## src/rtl/cic_pdm_decimator.sv

```systemverilog
// ----------------------------------------------------------------------------
// cic_pdm_decimator
//
// Fourth-order CIC decimator that turns one PDM microphone bitstream into
// 16-bit signed PCM. The four integrators run at the PDM bit rate. The four
// comb stages run once per decimated sample and are spread over consecutive
// system clocks. Each new sample is flagged with a one-cycle strobe.
//
// Parameters
//   DECIM  decimation ratio R (16, 32 or 64)
//   LOG2D  log2(DECIM)
//
// Ports
//   clk           in   system clock
//   rst           in   synchronous reset, active low
//   pdm_en        in   one-cycle strobe qualifying pdm_in
//   pdm_in        in   PDM bit (1 -> +1, 0 -> -1)
//   sample_out    out  signed PCM sample, held between strobes
//   sample_valid  out  one-cycle strobe, high in the cycle sample_out updates
// ----------------------------------------------------------------------------
module cic_pdm_decimator #(
    parameter int DECIM = 32,
    parameter int LOG2D = 5
) (
    input  logic        clk,
    input  logic        rst,
    input  logic        pdm_en,
    input  logic        pdm_in,
    output logic [15:0] sample_out,
    output logic        sample_valid
);

    // Register width holds the full CIC gain R^4 = 2^(W-2) plus sign.
    localparam int W     = 2 + 4 * LOG2D;
    localparam int SHIFT = 4 * LOG2D - 15;

    localparam logic signed [W-1:0] POS_ONE = W'(1);
    localparam logic signed [W-1:0] NEG_ONE = W'(-1);
    localparam logic signed [W-1:0] SAT_HI  = W'(32767);
    localparam logic signed [W-1:0] SAT_LO  = W'(-32768);
    localparam logic [LOG2D-1:0]    DCNT_LAST = LOG2D'(DECIM - 1);

    generate
        if (!(DECIM == 16 || DECIM == 32 || DECIM == 64)) begin : g_bad_decim
            $error("cic_pdm_decimator: DECIM must be 16, 32 or 64");
        end
        if ((1 << LOG2D) != DECIM) begin : g_bad_log2d
            $error("cic_pdm_decimator: LOG2D must equal log2(DECIM)");
        end
    endgenerate

    // Scale the comb output to 16 bits. Only +full scale (C4 = +2^(W-2))
    // lands outside the 16-bit range after the shift.
    function automatic logic [15:0] scale_sat(input logic signed [W-1:0] v);
        logic signed [W-1:0] s;
        s = v >>> SHIFT;
        if (s > SAT_HI) begin
            return 16'h7fff;
        end else if (s < SAT_LO) begin
            return 16'h8000;
        end else begin
            return 16'(s);
        end
    endfunction

    logic signed [W-1:0] x_in;
    logic                tick;

    logic signed [W-1:0] i1_q, i1_d, i2_q, i2_d, i3_q, i3_d, i4_q, i4_d;
    logic [LOG2D-1:0]    dcnt_q, dcnt_d;

    logic signed [W-1:0] d1_q, d1_d, d2_q, d2_d, d3_q, d3_d, d4_q, d4_d;
    logic signed [W-1:0] c_p1_q, c_p1_d, c_p2_q, c_p2_d;
    logic signed [W-1:0] c_p3_q, c_p3_d, c_p4_q, c_p4_d;
    logic                vld_p1_q, vld_p1_d, vld_p2_q, vld_p2_d;
    logic                vld_p3_q, vld_p3_d, vld_p4_q, vld_p4_d;

    logic [15:0]         sample_out_q, sample_out_d;
    logic                sample_valid_q, sample_valid_d;

    always_comb begin
        i1_d           = i1_q;
        i2_d           = i2_q;
        i3_d           = i3_q;
        i4_d           = i4_q;
        dcnt_d         = dcnt_q;
        d1_d           = d1_q;
        d2_d           = d2_q;
        d3_d           = d3_q;
        d4_d           = d4_q;
        c_p1_d         = c_p1_q;
        c_p2_d         = c_p2_q;
        c_p3_d         = c_p3_q;
        c_p4_d         = c_p4_q;
        sample_out_d   = sample_out_q;

        x_in = pdm_in ? POS_ONE : NEG_ONE;
        tick = pdm_en && (dcnt_q == DCNT_LAST);

        // Integrator cascade at the PDM rate; wrap-around is intended.
        if (pdm_en) begin
            i1_d   = i1_q + x_in;
            i2_d   = i2_q + i1_d;
            i3_d   = i3_q + i2_d;
            i4_d   = i4_q + i3_d;
            dcnt_d = dcnt_q + LOG2D'(1);
        end

        // Comb stage 1: uses I4 including the tick-cycle update.
        vld_p1_d = tick;
        if (tick) begin
            c_p1_d = i4_d - d1_q;
            d1_d   = i4_d;
        end

        // Comb stage 2
        vld_p2_d = vld_p1_q;
        if (vld_p1_q) begin
            c_p2_d = c_p1_q - d2_q;
            d2_d   = c_p1_q;
        end

        // Comb stage 3
        vld_p3_d = vld_p2_q;
        if (vld_p2_q) begin
            c_p3_d = c_p2_q - d3_q;
            d3_d   = c_p2_q;
        end

        // Comb stage 4
        vld_p4_d = vld_p3_q;
        if (vld_p3_q) begin
            c_p4_d = c_p3_q - d4_q;
            d4_d   = c_p3_q;
        end

        // Output stage
        sample_valid_d = vld_p4_q;
        if (vld_p4_q) begin
            sample_out_d = scale_sat(c_p4_q);
        end
    end

    always_ff @(posedge clk) begin
        if (!rst) begin
            i1_q           <= '0;
            i2_q           <= '0;
            i3_q           <= '0;
            i4_q           <= '0;
            dcnt_q         <= '0;
            d1_q           <= '0;
            d2_q           <= '0;
            d3_q           <= '0;
            d4_q           <= '0;
            c_p1_q         <= '0;
            c_p2_q         <= '0;
            c_p3_q         <= '0;
            c_p4_q         <= '0;
            vld_p1_q       <= 1'b0;
            vld_p2_q       <= 1'b0;
            vld_p3_q       <= 1'b0;
            vld_p4_q       <= 1'b0;
            sample_out_q   <= '0;
            sample_valid_q <= 1'b0;
        end else begin
            i1_q           <= i1_d;
            i2_q           <= i2_d;
            i3_q           <= i3_d;
            i4_q           <= i4_d;
            dcnt_q         <= dcnt_d;
            d1_q           <= d1_d;
            d2_q           <= d2_d;
            d3_q           <= d3_d;
            d4_q           <= d4_d;
            c_p1_q         <= c_p1_d;
            c_p2_q         <= c_p2_d;
            c_p3_q         <= c_p3_d;
            c_p4_q         <= c_p4_d;
            vld_p1_q       <= vld_p1_d;
            vld_p2_q       <= vld_p2_d;
            vld_p3_q       <= vld_p3_d;
            vld_p4_q       <= vld_p4_d;
            sample_out_q   <= sample_out_d;
            sample_valid_q <= sample_valid_d;
        end
    end

    assign sample_out   = sample_out_q;
    assign sample_valid = sample_valid_q;

endmodule

```

## config.mk

```make
export PLATFORM = sky130hd
export DESIGN_NAME = cic_pdm_decimator
export DESIGN_NICKNAME = d
export VERILOG_FILES = /design/src/rtl/cic_pdm_decimator.sv
export SDC_FILE = /design/constraint.sdc
export NUM_CORES = 1
export LEC_CHECK = 0
export CAP_MARGIN = 20
export CORE_MARGIN = 2
export CORE_UTILIZATION = 40
export DETAILED_ROUTE_END_ITERATION = 7
export MAX_ROUTING_LAYER = met4
export SYNTH_ARGS = -nofsm -noshare
export SYNTH_HDL_FRONTEND = slang
export SYNTH_SLANG_ARGS = --single-unit
```

## constraint.sdc

```tcl
create_clock -name clk -period 19.5 [get_ports clk]
set_input_delay 1.95 -clock clk [delete_from_list [all_inputs] [get_ports clk]]
set_output_delay 1.95 -clock clk [all_outputs]
set_load 0.005 [all_outputs]
```

# [Word-level counts from Yosys, hierarchy flattened]
# Cells that the tools add are included.
[op_classes] n_addsub=9 magnitude_cmp=2 eq_ne=1 muxes=4 n_reduce_logical=1
[ops] cell="adder 22 bit" count=4
[ops] cell="subtractor 22 bit" count=4
[ops] cell="two-way mux 22 bit" count=2
[ops] cell="two-way mux 16 bit" count=2
[ops] cell="greater-than comparator 17 x 16 -> 1 bit, second input constant" count=1
[ops] cell="less-than comparator 17 x 16 -> 1 bit, second input constant" count=1
[ops] cell="adder 5 x 1 -> 5 bit, second input constant" count=1
[ops] cell="== test 5 bit, second input constant" count=1
[ops] cell="logical AND 1 bit" count=1
[totals] ff_bits=290 in_bits=4 output_inout_bits=17

# [Logic depth before layout (Yosys ltp)]
[logic_depth] word_depth=7 ltp_mapped=39

# [Least setup slack after synthesis]
# No wires, ideal clock.
[synth_timing] path_kind="input to register" start="input pdm_in" end="register c_p1_q[21]" setup_ns=0.133 t_arrival_ns=8.758 setup_slack_ns=10.610 path_stages=38 cell_sequence="inv_1 fa_1 a21o_1 a21oi_1 o21bai_1 a21oi_1 o21bai_1 a21oi_1 xnor2_1 ha_1 a21o_1 a21oi_1 o21ai_0 xor2_1 ha_1 a21oi_1 nor2b_1 o21ai_0 [2 not listed] a21o_1 xor2_1 ha_1 nand2_1 nor2_1 a211oi_1 a21oi_1 o21a_1 o21a_1 o31ai_1 ha_1 a21o_1 a21oi_1 o21ai_1 a21oi_1 xnor2_1 xnor2_1 a21oi_1"
[synth_between] elab_chain_len=7
[synth_lines] element="from (decl)" line_no="28" source="input logic pdm_in,"
[synth_lines] element="two-way mux 22 bit" line_no="97" source="x_in = pdm_in ? POS_ONE : NEG_ONE;"
[synth_lines] element="adder 22 bit" line_no="102" source="i1_d = i1_q + x_in;"
[synth_lines] element="adder 22 bit" line_no="103" source="i2_d = i2_q + i1_d;"
[synth_lines] element="adder 22 bit" line_no="104" source="i3_d = i3_q + i2_d;"
[synth_lines] element="adder 22 bit" line_no="105" source="i4_d = i4_q + i3_d;"
[synth_lines] element="two-way mux 22 bit" line_no="101" source="if (pdm_en) begin"
[synth_lines] element="via i4_d[18]" line_no="69" source="logic signed [W-1:0] i1_q, i1_d, i2_q, i2_d, i3_q, i3_d, i4_q, i4_d;"
[synth_lines] element="subtractor 22 bit" line_no="112" source="c_p1_d = i4_d - d1_q;"
[synth_lines] element="to (signal assigned)" line_no="175" source="c_p1_q <= c_p1_d;"
[synth_lines] element="to (decl)" line_no="73" source="logic signed [W-1:0] c_p1_q, c_p1_d, c_p2_q, c_p2_d;"
# The timed path passes the listed nets, and every way through them passes these cells.
# A chain may end at the register's enable or synchronous reset.

# [Final worst setup path]
# Ends and elaborated chain as after synthesis.

==> results by group <==
STA
  • Hold WS: 0.452 ns
  • Worst rel slew slack: 42.0%
  • Actual slew at the worst max-slew pin: 0.868 ns
  • Clock Skew: 0.0300 ns
  • # setup viols final: 0
  • Period utilisation layout: 50.1%
  • Fin. Hold Viols: 0
  • Final min period: 9.77 ns
  • Pins Over Slew Limit: 0
  • Fin Setup TNS: 0 ns
  • FMAX: 0.102 GHz
  • RSZ-0062 raised after global routing: no

Clock tree
  • TritonCTS Sinks: 285
  • # Post-CTS Setup Buffers: 0
  • Hold_buf cts: 0
  • CTS tree: built
  • H-tree lvl count: 2
  • CTS resizes: 0
  • Longest Clk Path Bufs: 3
  • CTS Buf Count: 35
  • Worst-path clk slew: 0.06 ns
  • Worst-Skew Late Latency: 0.53 ns
  • CTS root buffer: clkbuf_16

Die
  • Core area: 0.0431 mm²
  • Die Span Y: 213 µm
  • DIE AREA: 0.0454 mm²
  • # rows: 76
  • Chip Width: 213 µm
  • Io pins: 21
  • Initial Util: 40.5%

Yosys
  • Net Count, Synth: 2280
  • Top-area cell type share of the netlist area: 32.7%
  • Post-synth EDFFs: 0
  • Mapped Cells: 2096
  • #FFs+latches synth: 285
  • Cell taking the most area after synthesis: dfxtp_1
  • Async SR Flop Fraction: 0%
  • Post-Syn Area per Cell: 8.33 µm²
  • Syn. warnings: 0
  • Dominant synthesized flop cell: dfxtp_1
  • Count of cell types in the netlist: 65
  • Mapped cell area: 0.0175 mm²
  • Synth area leaders: dfxtp_1 33%, ha_1 12%, mux2i_1 8.7%
  • Sequential cell area fraction in the yosys report: 32.7%

Routing
  • DR WL/cell: 12.8 µm
  • Vias/cell: 5.08
  • Final wirelength: 34500 µm
  • DRC: 0
  • DRT antenna net count: 0
  • Via count: 13688
  • Pre-Repair DR Iteration Count: 5
  • DR iter-0 viols: 524

Worst setup path
  • WP data required: 19.90 ns
  • Most used cell, CP: a21oi_1
  • WS Path Type: in -> reg
  • CP max FO: 21
  • Critical path's largest stage delay: 0.60 ns
  • Critical Path Sink Type: register
  • WP data arrival: 10.17 ns
  • Slowest cell on crit path: clkdlybuf4s50_1
  • R2R cell count: 37
  • CP startpoint kind: primary input

Placed design
  • Routability cong.: 0.887
  • HPWL Detailed: 24200 µm
  • Placed Area: 0.0182 mm²
  • IO buf count: 20

Global route
  • First-pass GRT wire length: 60300 µm
  • Initial antenna violation count: 0
  • Vias in the first global route: 13295
  • Largest net degree at the start of global routing: 92
  • Total Routing Usage GR: 16.1%
  • Total grt overflow: 0

Layout
  • Area delta synth->final: 10.6%
  • # diodes: 0
  • Leading cell type in the layout, fill and taps excluded: nor2_1
  • Commonest non-fill, non-tap cells in the layout: 285 x nor2_1, 282 x dfxtp_1, 173 x ha_1
  • Fin nets: 2268
  • Share of layout cells above drive strength 1: 4.46%
  • Util after Layout: 44.8%
  • Post-route cell area: 0.0193 mm²

Flow run
  • Max-Cap Viols: 0

Status
  • Status: finished clean

Hold path
  • Hold path depth: 2
  • Hold Path Class: reg -> reg
==> critical path: cells and delay by family <==
kind | cells | cell delay, ns
xor gates and xnor gates | 5 | 0.98
and+or+nand+nor | 4 | 0.37
adders and majority gates | 5 | 1.77
buffers and inverters | 3 | 0.90
AOI/OAI and AO/OA | 23 | 4.16
==> path summary, 6_finish.rpt <==
kind	from	to	slack (ns)
worst min register to register	d1_q[10]	d1_q[10]	0.45
worst min-delay path	d1_q[10]	d1_q[10]	0.45
worst max register to register	i1_q[0]	c_p1_q[21]	11.76
worst max-delay path	pdm_in	c_p1_q[21]	9.73
==> metal layers <==
metal | up-vias | track usage (%) | wire, µm
met5 | - | - | 0
met4 | 0 | 5.04 | 786
met3 | 68 | 2.32 | 858
met2 | 118 | 28.8 | 16900
met1 | 6264 | 18.5 | 16000
li1 | 7238 | - | -
==> synthesized netlist by cell type (2+ instances only) <==
cell type / instances
a211oi_2: 2
nand2b_1: 10
fa_1: 7
nand4b_1: 3
o211ai_1: 16
nor3b_1: 3
buf_1: 15
mux2i_1: 151
mux2_2: 15
a211o_1: 5
ha_1: 173
a311o_1: 2
nor3_1: 30
o21bai_1: 16
o31ai_1: 7
o21ai_0: 85
a21boi_0: 2
nor2_1: 285
and2_1: 25
o21ai_1: 18
a31o_2: 2
or4_1: 2
nand4_1: 11
o21a_1: 26
clkbuf_1: 63
nand3_1: 40
inv_1: 147
xor2_1: 42
nand2_1: 162
a31o_1: 2
nor2b_1: 29
a311oi_1: 6
and3_1: 18
o31a_1: 3
a31oi_1: 31
a21o_1: 41
xnor2_1: 96
a211oi_1: 24
or2_2: 3
nand3b_1: 6
a41oi_1: 5
a21boi_1: 3
or3_1: 12
a21oi_1: 147
dfxtp_1: 285
==> cell families after synthesis <==
family | count (synthesis) | synth area share (%)
buf+inv | 226 | 4.86
flops | 285 | 32.7
mux | 167 | 9.68
fa+ha+maj | 180 | 13.2
compound gates | 455 | 16.2
xor+xnor | 140 | 7.15
simple gates | 643 | 16.3
==> per-stage QoR <==
stage / cells / setup WS [ns]
floorplan: 2096 / 10.61
global placement: 2631 / 9.39
detailed placement: 2631 / 9.26
CTS: 2692 / 9.78
global route: 2693 / 9.03
finish: 2693 / 9.73
==> registers in the layout, summed over array words and instances, names as in the netlist <==
signal          flops
sample_out         16
vld_p1_q            1
c_p4_q             17
vld_p3_q            1
i3_q               22
d2_q               22
sample_valid_d      1
d3_q               22
dcnt_q              5
c_p1_q             22
c_p2_q             22
vld_p2_q            1
c_p3_q             22
d1_q               22
sample_valid        1
i2_q               22
i4_q               22
i1_q               22
d4_q               22
==> layout make-up <==
class                      instances  area (µm²)
fill                            4219       23800
multi-input combinational       1585       10900
sequential                       285        5710
clock buffer                      56        1080
tap                              585         732
inverter                         147         557
timing repair buffer              30         280
clock inverter                     5        46.3
Power is not shown: default switching activity piles up to over one toggle a cycle in this logic, so the estimate is an artifact.
